==> config.mk <==
export PLATFORM = sky130hd
export DESIGN_NAME = acq_control_unit
export DESIGN_NICKNAME = d
export VERILOG_FILES = /design/src/rtl/acq_ctrl_pkg.sv /design/src/rtl/acq_ch_counter.sv /design/src/rtl/acq_control_unit.sv
export SDC_FILE = /design/constraint.sdc
export NUM_CORES = 1
export LEC_CHECK = 0
export ABC_CLOCK_PERIOD_IN_PS = 2500
export CAP_MARGIN = 40
export CORE_AREA = 2 2 39 41
export DETAILED_ROUTE_END_ITERATION = 16
export DIE_AREA = 0 0 41 43
export SYNTH_ARGS = -nofsm -noshare
export SYNTH_HDL_FRONTEND = slang
export SYNTH_SLANG_ARGS = --single-unit
==> constraint.sdc <==
create_clock -name clk -period 2.5 [get_ports clk]
set_clock_uncertainty 0.1 [all_clocks]
set_input_delay 0.5 -clock clk [delete_from_list [all_inputs] [get_ports clk]]
set_output_delay 0.5 -clock clk [all_outputs]
set_load 0.01 [all_outputs]
==> src/rtl/acq_ctrl_pkg.sv <==
// Shared definitions for the acquisition controller: default parameters,
// the FSM state encoding and a counter-width helper.
// Optional watchdog feature is enabled by defining ACQ_TIMEOUT_EN.
package acq_ctrl_pkg;

  // Default configuration
  localparam int DEF_NUM_CH         = 2;
  localparam int DEF_CONV_TARGET    = 2;
  localparam int DEF_TIMEOUT_CYCLES = 1024;

  // FSM state set; ST_ERROR is only reachable when the watchdog is built in
  localparam int STATE_W = 3;
  localparam logic [STATE_W-1:0] ST_IDLE          = 3'd0;
  localparam logic [STATE_W-1:0] ST_ACQUIRE       = 3'd1;
  localparam logic [STATE_W-1:0] ST_WAIT_COMPLETE = 3'd2;
  localparam logic [STATE_W-1:0] ST_COMPARE       = 3'd3;
  localparam logic [STATE_W-1:0] ST_ERROR         = 3'd4;

  // Bits needed to hold 0..target inclusive, so a saturating count never wraps
  function automatic int cnt_width(input int target);
    return (target < 1) ? 1 : $clog2(target + 1);
  endfunction

endpackage

==> src/rtl/acq_ch_counter.sv <==
// Per-channel end-of-conversion edge detector with saturating counter.
// Latency: done_o rises the cycle after the edge that reaches the target.
// No backpressure: edges are dropped when counting is disabled or saturated.
module acq_ch_counter
  import acq_ctrl_pkg::*;
#(
  parameter int CONV_TARGET = DEF_CONV_TARGET
) (
  input  logic clk,
  input  logic rst,
  input  logic eoc_i,
  input  logic count_en_i,
  input  logic clr_i,
  output logic done_o
);

  localparam int                CNT_W  = cnt_width(CONV_TARGET);
  localparam logic [CNT_W-1:0]  TARGET = CNT_W'(CONV_TARGET);

  logic             eoc_q;
  logic [CNT_W-1:0] cnt_q;
  logic [CNT_W-1:0] cnt_d;
  logic             rise;

  // The edge register runs in every state so an eoc level that was already
  // high when counting opens is never mistaken for a fresh conversion.
  assign rise = eoc_i & ~eoc_q;

  // Next count: a clear beats a coincident edge; saturate at the target
  always_comb begin
    cnt_d = cnt_q;
    if (clr_i) begin
      cnt_d = '0;
    end else if (count_en_i && rise && (cnt_q != TARGET)) begin
      cnt_d = cnt_q + CNT_W'(1);
    end
  end

  // Edge history and counter registers
  always_ff @(posedge clk) begin
    if (rst) begin
      eoc_q <= 1'b0;
      cnt_q <= '0;
    end else begin
      eoc_q <= eoc_i;
      cnt_q <= cnt_d;
    end
  end

  assign done_o = (cnt_q == TARGET);

endmodule

==> src/rtl/acq_control_unit.sv <==
// Acquisition round sequencer: counts conversions per channel, waits for
// downstream completion, launches the comparator. Outputs are 0-1 cycle late.
// Rounds stall indefinitely on missing inputs unless ACQ_TIMEOUT_EN builds in the watchdog.
module acq_control_unit
  import acq_ctrl_pkg::*;
#(
  parameter int NUM_CH         = DEF_NUM_CH,
  parameter int CONV_TARGET    = DEF_CONV_TARGET,
  parameter int TIMEOUT_CYCLES = DEF_TIMEOUT_CYCLES
) (
  input  logic              clk,
  input  logic              rst,
  input  logic              enable,
  input  logic [NUM_CH-1:0] eoc,
  input  logic [NUM_CH-1:0] complete,
  input  logic              complete_comparator,
  output logic [NUM_CH-1:0] done,
  output logic              start_comparator,
  output logic              busy,
  output logic              error
);

  if (NUM_CH < 1 || CONV_TARGET < 1 || TIMEOUT_CYCLES < 1) begin : g_param_check
    $error("acq_control_unit: NUM_CH, CONV_TARGET and TIMEOUT_CYCLES must all be >= 1");
  end

  logic [STATE_W-1:0] state_q;
  logic [STATE_W-1:0] state_d;
  logic               start_q;
  logic               start_d;
  logic               clr_cnt;
  logic               count_en;
  logic               all_done;
  logic               all_complete;

  assign all_done     = &done;
  assign all_complete = &complete;
  assign count_en     = (state_q == ST_ACQUIRE);

`ifdef ACQ_TIMEOUT_EN
  localparam int               WD_W    = $clog2(TIMEOUT_CYCLES + 1);
  localparam logic [WD_W-1:0]  WD_LAST = WD_W'(TIMEOUT_CYCLES - 1);

  logic [WD_W-1:0] wd_q;
  logic [WD_W-1:0] wd_d;
  logic            wd_active;

  assign wd_active = (state_q == ST_ACQUIRE) || (state_q == ST_WAIT_COMPLETE) ||
                     (state_q == ST_COMPARE);
`endif

  // Next-state logic; counters clear on round start, round end and watchdog trip
  always_comb begin
    state_d = state_q;
    clr_cnt = 1'b0;
    case (state_q)
      ST_IDLE: begin
        if (enable) begin
          state_d = ST_ACQUIRE;
          clr_cnt = 1'b1;
        end
      end
      ST_ACQUIRE: begin
        if (all_done) state_d = ST_WAIT_COMPLETE;
      end
      ST_WAIT_COMPLETE: begin
        if (all_complete) state_d = ST_COMPARE;
      end
      ST_COMPARE: begin
        if (complete_comparator) begin
          state_d = ST_IDLE;
          clr_cnt = 1'b1;
        end
      end
`ifdef ACQ_TIMEOUT_EN
      ST_ERROR: begin
        // Stay latched until the host withdraws enable
        if (!enable) state_d = ST_IDLE;
      end
`endif
      default: state_d = ST_IDLE;
    endcase
`ifdef ACQ_TIMEOUT_EN
    // Normal progress in the same cycle takes precedence over expiry
    if (wd_active && (state_d == state_q) && (wd_q == WD_LAST)) begin
      state_d = ST_ERROR;
      clr_cnt = 1'b1;
    end
`endif
  end

`ifdef ACQ_TIMEOUT_EN
  // Watchdog counts cycles spent in one active state, restarting on any change
  always_comb begin
    wd_d = '0;
    if (wd_active && (state_d == state_q)) wd_d = wd_q + WD_W'(1);
  end
`endif

  // The comparator launch is registered so it lines up with entering COMPARE
  always_comb begin
    start_d = (state_q == ST_WAIT_COMPLETE) && (state_d == ST_COMPARE);
  end

  // Controller state registers
  always_ff @(posedge clk) begin
    if (rst) begin
      state_q <= ST_IDLE;
      start_q <= 1'b0;
`ifdef ACQ_TIMEOUT_EN
      wd_q    <= '0;
`endif
    end else begin
      state_q <= state_d;
      start_q <= start_d;
`ifdef ACQ_TIMEOUT_EN
      wd_q    <= wd_d;
`endif
    end
  end

  for (genvar g = 0; g < NUM_CH; g++) begin : g_ch
    acq_ch_counter #(
      .CONV_TARGET(CONV_TARGET)
    ) u_cnt (
      .clk        (clk),
      .rst        (rst),
      .eoc_i      (eoc[g]),
      .count_en_i (count_en),
      .clr_i      (clr_cnt),
      .done_o     (done[g])
    );
  end

  assign start_comparator = start_q;
  assign busy             = (state_q != ST_IDLE);
`ifdef ACQ_TIMEOUT_EN
  assign error            = (state_q == ST_ERROR);
`else
  assign error            = 1'b0;
`endif

endmodule
==> impl_results.md <==
* Die area at 1763 um2
* Max cap viols at 0
* Switching power at 0.06798 mW
* Die Width at 41 um
* Post-DP Area at 601.8 um2
* Clock Latency Late Sink at 0.26 ns
* Most numerous cell in the Yosys netlist: dfxtp_1
* Synth Flop Type: dfxtp_1
* CP Cell Sequence: or3_2 -> clkdlybuf4s50_1
* Post-synth top cells: dfxtp_1 (10), buf_4 (5), a21oi_1 (4)
* Seq/Total Area, Yosys at 39.60%
* Vias/cell at 4.897
* First-pass GRT wire length at 1366 um
* Post-route DRC at 0
* Die Y at 43 um
* Port Buf Inserts at 11
* Initial Util at 36.53%
* Worst hold path class: register to register
* Routed WL per cell at 10.95 um
* Netlist cell types at 23
* Seq pwr share at 54.4%
* Startpoint Class: register
* Reg clk slew, reported paths at 0.06 ns
* Worst path required time at 1.90 ns
* Status: completed
* CP max FO at 9
* Pwr dens at 492.6 nW/um2
* Hold WS at 0.4250 ns
* H-tree levels at 1
* WP depth at 2
* Register area at 200.2 um2
* Gate power share at 11.2%
* P_leak at 0.2214 nW
* CP Capture Type: primary output
* Sw frac at 22.10%
* Top cells by area, synth: dfxtp_1 (40%), buf_4 (7.4%), ha_1 (5.0%)
* WHS Path Cells at 2
* Worst R2R Path Depth at 5
* Syn_area_per_cell at 9.721 um2
* Slew Viols, Final at 0
* WL final at 854 um
* Post-CTS Setup Inserts at 0
* Inserted Clock Buffers at 3
* Final Hold Fails at 0
* Rows at 14
* CTS Hold Bufs at 0
* Synth async-reset ratio at 0%
* Area of the multi-input gates at 264.0 um2
* Post-CTS Resized at 0
* Fillers at 150
* Share of cells above drive strength 1 at 19.35%
* Fin area at 624.3 um2
* # nets final at 74
* Cell Area, Synth at 505.5 um2
* Worst setup path class: register to primary output
* Routability cong. at 0.6169
* Crit-path max cell delay at 0.48 ns
* Crit path DAT at 1.60 ns
* Crit. Startpoint: state_q[1]
* RSZ-0062 raised after global routing: no
* Total number of vias at 382
* Crit-path leading delay family: buffers and inverters
* Cells after Synth at 52
* DR iter-0 viols at 8
* Root Driver: clkbuf_4
* Vias in the first global route at 317
* Largest net degree at the start of global routing at 10
* Slowest CP cell: clkdlybuf4s50_1
* Total core area at 1384 um2
* Final setup viols at 0
* CTS Buffer Depth at 2
* First-pass DRT Iterations at 2
* Post-route ant nets at 0
* Fin util at 45.12%
* Ant diodes at 0
* CTS tree: yes
* Clock power share at 34.4%
* IO Count at 13
* Area share of the largest cell type after synthesis at 39.60%
* Area leader, netlist: dfxtp_1
* Internal at 0.2396 mW
* Peak supply drop at 0.0002166 V
* Sink Count at 10
* Grt ovf at 0
* Final Critical Period at 2.203 ns
* Ys Warns at 0
* HP Start: g_ch[1].u_cnt.cnt_q[1]
* Buf/Inv on CP at 1
* Initial antenna violation count at 0
* GRT Overall Usage at 12.27%
* Peak Freq at 454.0 MHz
* Post-synth EDFFs at 0
* Sum of negative setup slack at 0 ns
* Reg-to-Reg Start: g_ch[1].u_cnt.cnt_q[0]
* Post-route clock period utilization at 88.11%
* FF+latch count, synth at 10
* Dpl hpwl at 650.4 um
* Layout area overhead at 23.51%
==> registers in the layout, indices dropped and copies added, names as in the netlist <==
signal / count
state_q: 3
g_ch.u_cnt.eoc_q: 2
g_ch.u_cnt.cnt_q: 4
start_comparator: 1
==> layer usage <==
metal | vias to the layer above | share of wire [%] | track usage [%]
met2 | 5 | 44 | 15.31
li1 | 208 | - | -
met4 | 0 | 1.4 | 12.00
met5 | - | 0 | 0
met3 | 2 | 2.5 | 3.141
met1 | 167 | 52 | 15.86
==> final timing paths <==
kind	end	slack, ns
setup / recovery	busy	0.30
setup reg to reg	g_ch[1].u_cnt.cnt_q[1]	0.94
hold reg to reg	g_ch[1].u_cnt.cnt_q[1]	0.43
hold / removal	g_ch[1].u_cnt.cnt_q[1]	0.43
==> cells in the final DEF, fill, tap and decap left out <==
cell / n
inv_1: 2
dfxtp_1: 10
a21oi_1: 4
a211oi_1: 3
nor3b_1: 2
and3b_2: 1
or3b_1: 1
nand3_1: 3
nor4_1: 2
nor3_1: 2
clkbuf_4: 3
conb_1: 2
or3_2: 1
and3_2: 2
ha_1: 2
nor2b_1: 2
nand4b_1: 1
a221oi_2: 1
and4b_2: 1
nand2_1: 2
nor3b_4: 1
nor2_1: 1
a21o_2: 2
clkdlybuf4s50_1: 11
==> worst register-to-register path: cells and delay by family (launching register included) <==
| family | cells | cell delay (ns) |
|---|---|---|
| DFF | 1 | 0.31 |
| buffers and inverters | 1 | 0.06 |
| and+or+nand+nor | 2 | 0.64 |
| AOI/OAI and AO/OA | 1 | 0.13 |
| adders and majority gates | 1 | 0.24 |
==> power groups by stage <==
stage                     sequential [mW]  combinational [mW]  clock [mW]
after global placement              0.171              0.0345           0
after CTS                           0.167              0.0349       0.111
after global routing                0.168              0.0381       0.124
final                               0.167              0.0345       0.106
after floorplan                     0.170              0.0202           0
after detailed placement            0.171              0.0347           0
==> logic make-up after synthesis <==
logic type	count (synthesis)	share of synthesized area, %
AO/OA/AOI/OAI	10	14.85
adder cells (fa/ha/maj)	2	4.950
buffers and inverters	7	8.912
flip-flops	10	39.60
other	1	0.7419
AND/OR/NAND/NOR	22	30.94
==> per-stage QoR <==
| stage | cells | setup WS (ns) | total power [mW] |
|---|---|---|---|
| after CTS | 78 | 0.2871 | 0.3136 |
| final | 78 | 0.2971 | 0.3076 |
| after detailed placement | 75 | 0.4918 | 0.2058 |
| after global routing | 78 | 0.2059 | 0.3301 |
| after global placement | 75 | 0.5382 | 0.2055 |
| after floorplan | 53 | 0.9962 | 0.1902 |
==> cell type report <==
| type | count | share of cell area (%) |
|---|---|---|
| well taps | 16 | 3.206 |
| inverters | 2 | 1.202 |
| multi-input cells | 36 | 42.28 |
| flip-flops and latches | 10 | 32.06 |
| clock buffers | 3 | 3.607 |
| repair buffers | 11 | 17.64 |
Note: power is estimated with default switching activity, not from simulation.
